`src/rtl/snake_position_updater.sv`:
```
// snake_position_updater: per-tick snake game step engine.
// Shifts the tail buffer, moves the head with wrap, checks self-collision, grows on apple.
module snake_position_updater #(
    parameter int GRID_WIDTH  = 40,
    parameter int GRID_HEIGHT = 30,
    parameter int MAX_TAILS   = 32,
    parameter int POS_W       = 12,
    parameter int CNT_W       = 6
) (
    input  logic             clk,
    input  logic             reset,
    input  logic             tick,
    input  logic [1:0]       direction,
    input  logic [POS_W-1:0] apple_pos,
    input  logic [CNT_W-1:0] value_addr,
    output logic [POS_W-1:0] cur_tail_pos,
    output logic [POS_W-1:0] snake_head_pos,
    output logic [CNT_W-1:0] num_tails,
    output logic             calculation_finished,
    output logic             apple_eaten,
    output logic             game_over,
    output logic             busy
);

    localparam int XW = $clog2(GRID_WIDTH);
    localparam int YW = $clog2(GRID_HEIGHT);
    localparam int IW = $clog2(MAX_TAILS);

    localparam logic [2:0] S_IDLE  = 3'd0;
    localparam logic [2:0] S_SHIFT = 3'd1;
    localparam logic [2:0] S_MOVE  = 3'd2;
    localparam logic [2:0] S_CHECK = 3'd3;
    localparam logic [2:0] S_DONE  = 3'd4;

    localparam logic [XW-1:0] X_RST = XW'(GRID_WIDTH / 2);
    localparam logic [YW-1:0] Y_RST = YW'(GRID_HEIGHT / 2);
    localparam logic [XW-1:0] X_MAX = XW'(GRID_WIDTH - 1);
    localparam logic [YW-1:0] Y_MAX = YW'(GRID_HEIGHT - 1);
    localparam logic [POS_W-1:0] HEAD_RST =
        POS_W'((GRID_HEIGHT / 2) * GRID_WIDTH + GRID_WIDTH / 2);
    localparam logic [CNT_W-1:0] CNT_MAX  = CNT_W'(MAX_TAILS);
    localparam logic [CNT_W-1:0] IDX_MAX  = CNT_W'(MAX_TAILS - 1);

    logic [2:0]       state_q, state_d;
    logic [1:0]       dir_q, dir_d;
    logic [XW-1:0]    x_q, x_d;
    logic [YW-1:0]    y_q, y_d;
    logic [POS_W-1:0] head_q, head_d;
    logic [CNT_W-1:0] num_q, num_d;
    logic [CNT_W-1:0] cnt_q, cnt_d;
    logic             done_q, done_d;
    logic             eaten_q, eaten_d;
    logic             over_q, over_d;

    logic [POS_W-1:0] tail_q [MAX_TAILS];
    logic             tail_we;
    logic [IW-1:0]    tail_wa;
    logic [POS_W-1:0] tail_wd;

    logic [XW-1:0]    nx;
    logic [YW-1:0]    ny;
    logic [POS_W-1:0] new_pos;
    logic [IW-1:0]    prev_idx;
    logic [POS_W-1:0] chk_tail;
    logic             hit;
    logic             last_k;

    assign snake_head_pos       = head_q;
    assign num_tails            = num_q;
    assign calculation_finished = done_q;
    assign apple_eaten          = eaten_q;
    assign game_over            = over_q;
    assign busy                 = (state_q != S_IDLE);

    assign prev_idx = IW'(cnt_q - 1'b1);
    assign chk_tail = tail_q[cnt_q[IW-1:0]];
    assign hit      = (num_q != '0) && (head_q == chk_tail);
    assign last_k   = (num_q == '0) || (cnt_q == num_q - 1'b1);

    // Tail read port; out-of-range indices read as zero.
    always_comb begin
        cur_tail_pos = '0;
        if (value_addr < CNT_MAX)
            cur_tail_pos = tail_q[value_addr[IW-1:0]];
    end

    // Next head cell one step along the latched direction, wrapping at edges.
    always_comb begin
        nx = x_q;
        ny = y_q;
        case (dir_q)
            2'b00:   ny = (y_q == '0) ? Y_MAX : y_q - 1'b1;
            2'b01:   nx = (x_q == X_MAX) ? '0 : x_q + 1'b1;
            2'b10:   ny = (y_q == Y_MAX) ? '0 : y_q + 1'b1;
            default: nx = (x_q == '0) ? X_MAX : x_q - 1'b1;
        endcase
        new_pos = POS_W'(ny) * POS_W'(GRID_WIDTH) + POS_W'(nx);
    end

    // Step sequencer: IDLE -> SHIFT -> MOVE -> CHECK -> DONE.
    always_comb begin
        state_d = state_q;
        dir_d   = dir_q;
        x_d     = x_q;
        y_d     = y_q;
        head_d  = head_q;
        num_d   = num_q;
        cnt_d   = cnt_q;
        over_d  = over_q;
        done_d  = 1'b0;
        eaten_d = 1'b0;
        tail_we = 1'b0;
        tail_wa = cnt_q[IW-1:0];
        tail_wd = tail_q[prev_idx];
        case (state_q)
            S_IDLE: begin
                if (tick && !over_q) begin
                    state_d = S_SHIFT;
                    if (!((direction == (dir_q ^ 2'b10)) && (num_q != '0)))
                        dir_d = direction;
                    cnt_d = (num_q >= IDX_MAX) ? IDX_MAX : num_q;
                end
            end
            S_SHIFT: begin
                tail_we = 1'b1;
                if (cnt_q == '0) begin
                    tail_wd = head_q;
                    state_d = S_MOVE;
                end else begin
                    cnt_d = cnt_q - 1'b1;
                end
            end
            S_MOVE: begin
                x_d     = nx;
                y_d     = ny;
                head_d  = new_pos;
                cnt_d   = '0;
                state_d = S_CHECK;
            end
            S_CHECK: begin
                if (hit)
                    over_d = 1'b1;
                if (last_k) begin
                    state_d = S_DONE;
                    done_d  = 1'b1;
                    if ((head_q == apple_pos) && !(over_q || hit)) begin
                        eaten_d = 1'b1;
                        if (num_q < CNT_MAX)
                            num_d = num_q + 1'b1;
                    end
                end else begin
                    cnt_d = cnt_q + 1'b1;
                end
            end
            S_DONE: begin
                state_d = S_IDLE;
            end
            default: begin
                state_d = S_IDLE;
            end
        endcase
    end

    // Control and head state registers.
    always_ff @(posedge clk or posedge reset) begin
        if (reset) begin
            state_q <= S_IDLE;
            dir_q   <= 2'b01;
            x_q     <= X_RST;
            y_q     <= Y_RST;
            head_q  <= HEAD_RST;
            num_q   <= '0;
            cnt_q   <= '0;
            done_q  <= 1'b0;
            eaten_q <= 1'b0;
            over_q  <= 1'b0;
        end else begin
            state_q <= state_d;
            dir_q   <= dir_d;
            x_q     <= x_d;
            y_q     <= y_d;
            head_q  <= head_d;
            num_q   <= num_d;
            cnt_q   <= cnt_d;
            done_q  <= done_d;
            eaten_q <= eaten_d;
            over_q  <= over_d;
        end
    end

    // Tail buffer: one entry written per SHIFT cycle.
    always_ff @(posedge clk or posedge reset) begin
        if (reset) begin
            for (int i = 0; i < MAX_TAILS; i++)
                tail_q[i] <= '0;
        end else if (tail_we) begin
            tail_q[tail_wa] <= tail_wd;
        end
    end

endmodule

```
`config.mk`:
```
export PLATFORM = sky130hd
export DESIGN_NAME = snake_position_updater
export DESIGN_NICKNAME = d
export VERILOG_FILES = /design/src/rtl/snake_position_updater.sv
export SDC_FILE = /design/constraint.sdc
export NUM_CORES = 1
export LEC_CHECK = 0
export ABC_CLOCK_PERIOD_IN_PS = 19150
export CORE_MARGIN = 5
export CORE_UTILIZATION = 30
export DETAILED_ROUTE_END_ITERATION = 6
export SLEW_MARGIN = 0
export SYNTH_ARGS = -nofsm -noshare
export SYNTH_HDL_FRONTEND = slang
export SYNTH_SLANG_ARGS = --single-unit
export TNS_END_PERCENT = 5
```
`constraint.sdc`:
```
create_clock -name clk -period 19.15 [get_ports clk]
set_input_delay 5.745 -clock clk [delete_from_list [all_inputs] [get_ports clk]]
set_output_delay 5.745 -clock clk [all_outputs]
set_load 0.005 [all_outputs]
```
* Yosys cells after proc, flatten, opt, wreduce, memory -nomap -nowiden
Index checks and enable logic that the tools add are counted.
** Word-level totals
- Register bits after elaboration :: 427
- Input bits :: 23
- Output and inout bits :: 34
- Word-level logic and storage cells :: 140
** Cells by class
- Add/sub/neg operators :: 9
- Multiply operators :: 1
- $lt $le $gt $ge :: 7
- Eq/ne operators :: 16
- Muxes and demuxes :: 36
- Bitwise operators :: 5
- Reductions and logical operators :: 24
** Operators by type and width (count)
- bitwise mux 384 bit :: 1
- binary-select mux 12 bit (select 5 bit) :: 3
- two-way mux 12 bit :: 10
- demux 12 bit (select 5 bit) :: 1
- two-way mux 6 bit :: 6
- == test 12 bit :: 2
- one-hot mux 6 bit (4 select lines) :: 1
- adder 6 x 1 -> 6 bit, second input constant :: 3
- greater-or-equal comparator 6 bit, second input constant :: 3
- zero test 6 bit :: 3
- inverter 5 -> 6 bit :: 3
- subtractor 6 x 1 -> 6 bit, second input constant :: 3
- adder 11 x 6 -> 12 bit :: 1
- less-than comparator 6 bit, second input constant :: 2
- one-hot mux 3 bit (4 select lines) :: 1
- one-hot mux 6 bit (2 select lines) :: 1
- two-way mux 5 bit :: 2
- != test 2 bit, second input constant :: 5
- one-hot mux 5 bit (2 select lines) :: 1
- two-way mux 3 bit :: 3
- multiplier 5 x 3 -> 8 bit, second input constant :: 1
- AND reduction 4 bit :: 2
- == test 3 x 2 -> 1 bit, second input constant :: 2
- == test 6 bit :: 1
- 24 further kinds :: 37

* Longest topological paths before layout
Gate-level depths: netlist (run 1).
- Depth after elaboration :: 12
- Mapped depth :: 18
- Gate-level depth less buffers :: 16

* Least setup slack after synthesis (run 1)
OpenSTA, ideal clock, no wires.
- Path type :: input port to output port
- From :: in value_addr[0]
- To :: out cur_tail_pos[10]
- Data arrival time :: 8.211 ns
- Path slack :: 5.194 ns
- Stages on the path :: 8
- Buffers on the path :: 4
- Cells stage by stage :: clkbuf_1 -> clkbuf_1 -> clkbuf_1 -> clkbuf_1 -> mux4_2 -> mux4_2 -> mux2i_1 -> nor2_1
** Between the ends
- Word-level cells in the longest chain between the ends :: 5
- Elaborated cells between the ends (all ways) :: 6
- Classes of those cells :: order compare (1); mux (4); bitwise (1)
** Ends and longest elaborated chain
- from (decl) :: line 15 : input logic [CNT_W-1:0] value_addr,
- inverter 5 -> 6 bit (not written as such) :: line 84 : cur_tail_pos = tail_q[value_addr[IW-1:0]];
- binary-select mux 12 bit (select 5 bit) :: line 84
- two-way mux 12 bit (not written as such) (2 in a row) :: line 84
- two-way mux 12 bit (*) :: line 83 : if (value_addr < CNT_MAX)
- to (decl) :: line 16 : output logic [POS_W-1:0] cur_tail_pos,
Mark *: on every way between the ends. The rest lies on a longest branch, timed or not. The select of a mux whose other input is x is not followed.

* Final worst setup path (run 1)
- From :: in value_addr[0]
- To :: out cur_tail_pos[11]
Same word-level chain as after synthesis.

==> results_dict.tcl, run 1 <==
set metrics [dict create \
    clk_latency_ns 0.63 \
    slew_viol_final 0 \
    cts_sinks 424 \
    fmax_mhz 67.3 \
    clkSlewWorstSetupHoldPaths_ns 0.06 \
    dpl-instance-area_um2 28600 \
    setup_ws_ns 4.30 \
    max_stage_delay_ns 0.90 \
    crit_chain "buf_6 -> buf_4 -> mux4_2 -> mux4_2 -> mux2i_1 -> nor2_1 -> clkdlybuf4s50_1" \
    synth_top_area_frac 0.385 \
    finalSetupTns_ns 0 \
    htree_levels 2 \
    viasPerCell 6.05 \
    synth.most_common_cell "dfrtp_1" \
    p_leak_nw 14.0 \
    async_reset_ff_frac 1.00 \
    powerDensity_nw_per_um2 68.5 \
    worst_pin_slew_ns 1.13 \
    regToRegSetupSlack_ns 14.15 \
    synthTopCellsByArea "dfrtp_1, mux4_2, mux2_2" \
    period_needed_ns 14.85 \
    drt-total-wl_mm 91.8 \
    tritoncts "built" \
    grt_pass1_wl_mm 135 \
    final_antenna_net_count 0 \
    cts_resized 0 \
    syn_area_um2 26900 \
    grt_pass1_vias 19500 \
    die_h_um 309 \
    hold_class "reg2reg" \
    ys_seq_area_frac 0.395 \
    critPathLaunchType "input pin" \
    worst_setup_path_end_kind "primary output" \
    fin_crit_sh 0.775 \
    yosysWarnings 0 \
    worstPathRequired_ns 13.40 \
    critPathKind "in2out" \
    skew_ns 0.0246 \
    status "finished, final reports clean" \
    seq_area_um2 10600 \
    grt_usage 0.189 \
    wl_met3_mm 10.3 \
    n_antenna_cell 0 \
    synth_common_cells "dfrtp_1, mux2_2, mux4_2" \
    antenna_found_initial 1 \
    start_util 0.303 \
    overflow 0 \
    ys_ff_latch 424 \
    layout-drive-gt1-share 0.406 \
    root_buffer "clkbuf_16" \
    cts_hold_buf 0 \
    route.vias.total 19300 \
    io_pins 57 \
    worst_path_most_repeated_cell "mux4_2" \
    wl_per_cell_um 28.7 \
    die_area_um2 95700 \
    ys.flop_type "dfrtp_1" \
    drc 0 \
    syn-num-nets 2067 \
    slew_headroom 0.249 \
    finalNetCount 2036 \
    power.total_mw 2.08 \
    row_count 109 \
    wl_met2_mm 40.4 \
    crit_arrival_ns 9.11 \
    postCtsSetupBuffers 0 \
    synth_cell_type_count 66 \
    portBuffers 56 \
    top_layer_used "met4" \
    worst-path-max-fanout 56 \
    place_ws_ns 4.17 \
    grt_max_degree 131 \
    synth_edf_count 0 \
    cts_made_buffers 47 \
    syn-mean-instance-area_um2 13.3 \
    cp_slowest_cell "buf_4" \
    setup-violations-final 0 \
    peakVddDrop_mv 0.0634 \
    firstDrtPassIters 5 \
    gp_congestion 0.862 \
    drtIter0Drc 2427 \
    rsz0062_at_grt "false" \
    synth_cells 2021 \
    area_delta_synth_final_pct 13.2 \
    drv_cap 0 \
    fillers 8536 \
    fp.dieW_um 309 \
    hold_viol_final 0 \
    met1_length_mm 36.8 \
    core_area_um2 88600 \
    finalInstanceArea_um2 30400 \
    multiInputGateArea_um2 15400 \
    hpwl_mm 55.5 \
    clock_path_buffers 3 \
    synth_largest_area_cell "dfrtp_1" \
]
power breakdown:
group | switching, mW | internal (mW)
Clock | 0.410 | 0.628
Sequential | 0.0227 | 0.905
Combinational | 0.0711 | 0.0469
Total | 0.504 | 1.58
worst max-delay path: cells and delay by family:
kind / cells / cell delay, ns
buffers and inverters: 3 / 1.78
multiplexers: 3 / 1.46
AND/OR/NAND/NOR: 1 / 0.08
worst paths after layout:
path,from,end,cells past startpoint
max,value_addr[0],cur_tail_pos[11],7
min,y_q[1]$_DFFE_PP1P_,y_q[1]$_DFFE_PP1P_,2
max reg2reg,cnt_q[0]$_DFFE_PP0P_,num_tails[1]$_DFFE_PP0P_,10
min reg2reg,y_q[1]$_DFFE_PP1P_,y_q[1]$_DFFE_PP1P_,2
max in group asynchronous,reset,tail_q[60]$_DFFE_PP0P_,3
min in group asynchronous,reset,tail_q[305]$_DFFE_PP0P_,2
through the flow:
step / std cells / hold WS [ns] / utilization
floorplan: 2021 / 0.477 / -
global placement: 3106 / 0.507 / 0.323
detailed placement: 3106 / 0.512 / 0.323
CTS: 3194 / 0.521 / 0.343
global route: 3194 / 0.555 / 0.343
finish: 3194 / 0.520 / 0.343
placed cells by master, fill, tap and decap left out, drive strengths merged, types with 4 or more instances in the layout:
master,count
or4,5
xor2,21
clkdlybuf4s50,52
dfstp,11
and2,5
inv,29
and3,4
a31oi,4
o211ai,4
o21ai,40
o22ai,100
nor2,67
a21o,4
buf,66
mux4,240
nor3,20
dfrtp,413
nand4bb,5
bufinv,10
clkbuf,65
clkinv,10
mux2i,219
xnor2,29
ha,21
o31ai,4
mux2,389
nand3,14
nand2,79
nor4,22
a21oi,16
or4b,5
nand2b,4
nand4b,4
nand4,7
logic make-up (layout without fill, tap and decap cells):
group	count (synthesis)	in the layout	share of synthesized area
compound gates	194	194	0.0460
xor+xnor	50	50	0.0163
fa+ha+maj	23	23	0.0113
buf+inv	226	234	0.0372
flops	424	424	0.395
mux	848	848	0.446
simple gates	256	256	0.0479
state kept, by name, summed over array words and instances, names as in the netlist:
name and flops:
tail_q 384, snake_head_pos 9, cnt_q 6, num_tails 6, x_q 6, y_q 5
state_q 3, dir_q 2, apple_eaten 1, calculation_finished 1, game_over 1
routing by layer:
metal | vias up | GRT usage
met5 | - | 0
met4 | 0 | 0.0792
met3 | 273 | 0.0566
met2 | 1172 | 0.284
met1 | 10100 | 0.256
li1 | 7782 | -
layout make-up:
| class | instances | area share |
|---|---|---|
| clock buffers | 65 | 0.0439 |
| clock inverters | 23 | 0.0144 |
| inverters | 28 | 0.00370 |
| multi-input cells | 1371 | 0.507 |
| flip-flops and latches | 424 | 0.350 |
| well taps | 1165 | 0.0479 |
| repair buffers | 118 | 0.0338 |
No activity file was read; power rests on OpenSTA's default activity.
==> run 2, diff against run 1 <==
--- a/config.mk
+++ b/config.mk
@@ -5,7 +5,7 @@
 export SDC_FILE = /design/constraint.sdc
 export NUM_CORES = 1
 export LEC_CHECK = 0
-export ABC_CLOCK_PERIOD_IN_PS = 19150
+export ABC_CLOCK_PERIOD_IN_PS = 12400
 export CORE_MARGIN = 5
 export CORE_UTILIZATION = 30
 export DETAILED_ROUTE_END_ITERATION = 6
==> constraint.sdc (replaced) <==
create_clock -name clk -period 12.4 [get_ports clk]
set_input_delay 3.72 -clock clk [delete_from_list [all_inputs] [get_ports clk]]
set_output_delay 3.72 -clock clk [all_outputs]
set_load 0.005 [all_outputs]
==> run 2 against run 1 <==
  * Count of clock-buffer cells in the layout is 3 higher
  * Critical path type unchanged
  * Cell area is 0.55% lower
  * Clock skew is 0.033 ns higher
  * Clock power is 38% higher
  * Critical endpoint is now cur_tail_pos[4]
  * Via count is 1.1% lower
  * Largest power group unchanged
==> results_dict.tcl, run 2 (synthesized netlist as in run 1, its figures left out) <==
set metrics [dict create \
    grt_usage 0.187 \
    worstPathRequired_ns 8.68 \
    start_util 0.303 \
    skew_ns 0.0574 \
    worst_pin_slew_ns 1.22 \
    io_pins 57 \
    portBuffers 56 \
    setup-violations-final 0 \
    hold_viol_final 0 \
    p_leak_nw 14.0 \
    drt-total-wl_mm 90.4 \
    peakVddDrop_mv 0.102 \
    path_buf_inv 3 \
    regToRegSetupSlack_ns 7.24 \
    cts_hold_buf 0 \
    core_area_um2 88600 \
    p_clk_frac 0.472 \
    drc 0 \
    root_buffer "clkbuf_16" \
    fin_hold_ws_ns 0.530 \
    cts_made_buffers 48 \
    crit_arrival_ns 6.75 \
    clock_path_buffers 3 \
    fmax_mhz 95.5 \
    intPower_mw 2.30 \
    fp.dieW_um 309 \
    viasPerCell 5.97 \
    wl_per_cell_um 28.2 \
    drtIter0Drc 2046 \
    grt_pass1_wl_mm 134 \
    grt_max_degree 194 \
    cts_resized 0 \
    seq_area_um2 10600 \
    crit_chain "buf_4 -> buf_4 -> mux4_2 -> mux4_2 -> mux2i_1 -> nor2_1 -> clkdlybuf4s50_1" \
    hold_class "reg2reg" \
    layout_commonest_cell "dfrtp_1" \
    postCtsSetupBuffers 0 \
    fin_util 0.341 \
    status "finished, final reports clean" \
    clk_latency_ns 0.64 \
    final_antenna_net_count 0 \
    row_count 109 \
    finalSetupTns_ns 0 \
    gp_congestion 0.857 \
    critPathTopFamily "buffers and inverters" \
    multiInputGateArea_um2 15300 \
    layout-drive-gt1-share 0.402 \
    final_cell_mix "dfrtp_1, mux2_2, mux4_2" \
    worst_setup_path_end_kind "primary output" \
    fillers 8542 \
    setup_ws_ns 1.93 \
    hpwl_mm 54.8 \
    firstDrtPassIters 5 \
    htree_levels 2 \
    n_antenna_cell 0 \
    die_h_um 309 \
    antenna_found_initial 3 \
    powerDensity_nw_per_um2 101 \
    tritoncts "built" \
    drv_cap 0 \
    switching_share 0.248 \
    route.vias.total 19100 \
    overflow 0 \
    cp_slowest_cell "buf_4" \
    fin_crit_sh 0.845 \
    top_register "tail_q" \
    slew_headroom 0.181 \
    seqPwrFrac 0.468 \
    cts_sinks 424 \
    area_delta_synth_final_pct 12.5 \
    slew_viol_final 0 \
    max_stage_delay_ns 0.76 \
    critPathLaunchType "input pin" \
    largest_register_ffs 384 \
    period_needed_ns 10.47 \
    place_ws_ns 1.94 \
    grt_pass1_vias 19300 \
    clkSlewWorstSetupHoldPaths_ns 0.06 \
    critPathKind "in2out" \
    power.switching_mw 0.760 \
    worst-path-max-fanout 56 \
    power.share.combinational 0.060 \
    finalNetCount 2044 \
    rsz0062_at_grt "false" \
    die_area_um2 95700 \
]
[run 2: layer usage]
metal  vias to the layer above  wire [µm]  GRT usage
li1                       7772          -          -
met1                     10000      36800      0.254
met2                      1093      39800      0.278
met3                       227       9650     0.0562
met4                         4       4050     0.0771
met5                         -         96    0.00643
[run 2: path summary, 6_finish.rpt]
check,cells after the start,endpoint,start
min in group asynchronous,3,tail_q[50]$_DFFE_PP0P_,reset
setup / recovery,7,cur_tail_pos[4],value_addr[1]
hold / removal,2,x_q[4]$_DFFE_PP1P_,x_q[4]$_DFFE_PP1P_
hold reg to reg,2,x_q[4]$_DFFE_PP1P_,x_q[4]$_DFFE_PP1P_
max in group asynchronous,4,cnt_q[0]$_DFFE_PP0P_,reset
setup reg to reg,9,num_tails[1]$_DFFE_PP0P_,cnt_q[0]$_DFFE_PP0P_
[run 2: cell type report]
cell class | instances | area share
clock buffers | 68 | 0.0449
multi-input cells | 1371 | 0.507
well taps | 1165 | 0.0482
flip-flops and latches | 424 | 0.351
repair buffers | 125 | 0.0369
clock inverters | 19 | 0.00757
inverters | 28 | 0.00360
[run 2: power groups by stage]
| stage | Clock (mW) | Sequential, mW | Combinational (mW) |
|---|---|---|---|
| 6_report | 1.44 | 1.43 | 0.184 |
| 5_1_grt | 1.52 | 1.43 | 0.204 |
| 4_1_cts | 1.47 | 1.43 | 0.187 |
| 3_5_place_dp | 0 | 1.46 | 0.186 |
| 3_3_place_gp | 0 | 1.45 | 0.180 |
| 2_1_floorplan | 0 | 1.43 | 0.126 |
[run 2: worst reg2reg max path: stages, from the launching register on]
cell and delay, ns:
dfrtp_4 1.03, buf_4 1.01, mux2i_1 0.34, o22ai_1 0.10, or4_1 0.55, or3_1 0.37
a22oi_1 0.28, or4b_4 0.59, o311ai_4 0.42, mux2_4 0.33
[run 2: per-stage QoR]
stage	std cells	area (µm²)	total power, mW
3_5_place_dp	3113	28700	1.64
3_3_place_gp	3113	28700	1.64
5_1_grt	3200	30200	3.16
4_1_cts	3200	30200	3.09
2_1_floorplan	2021	26900	1.56
6_report	3200	30200	3.06
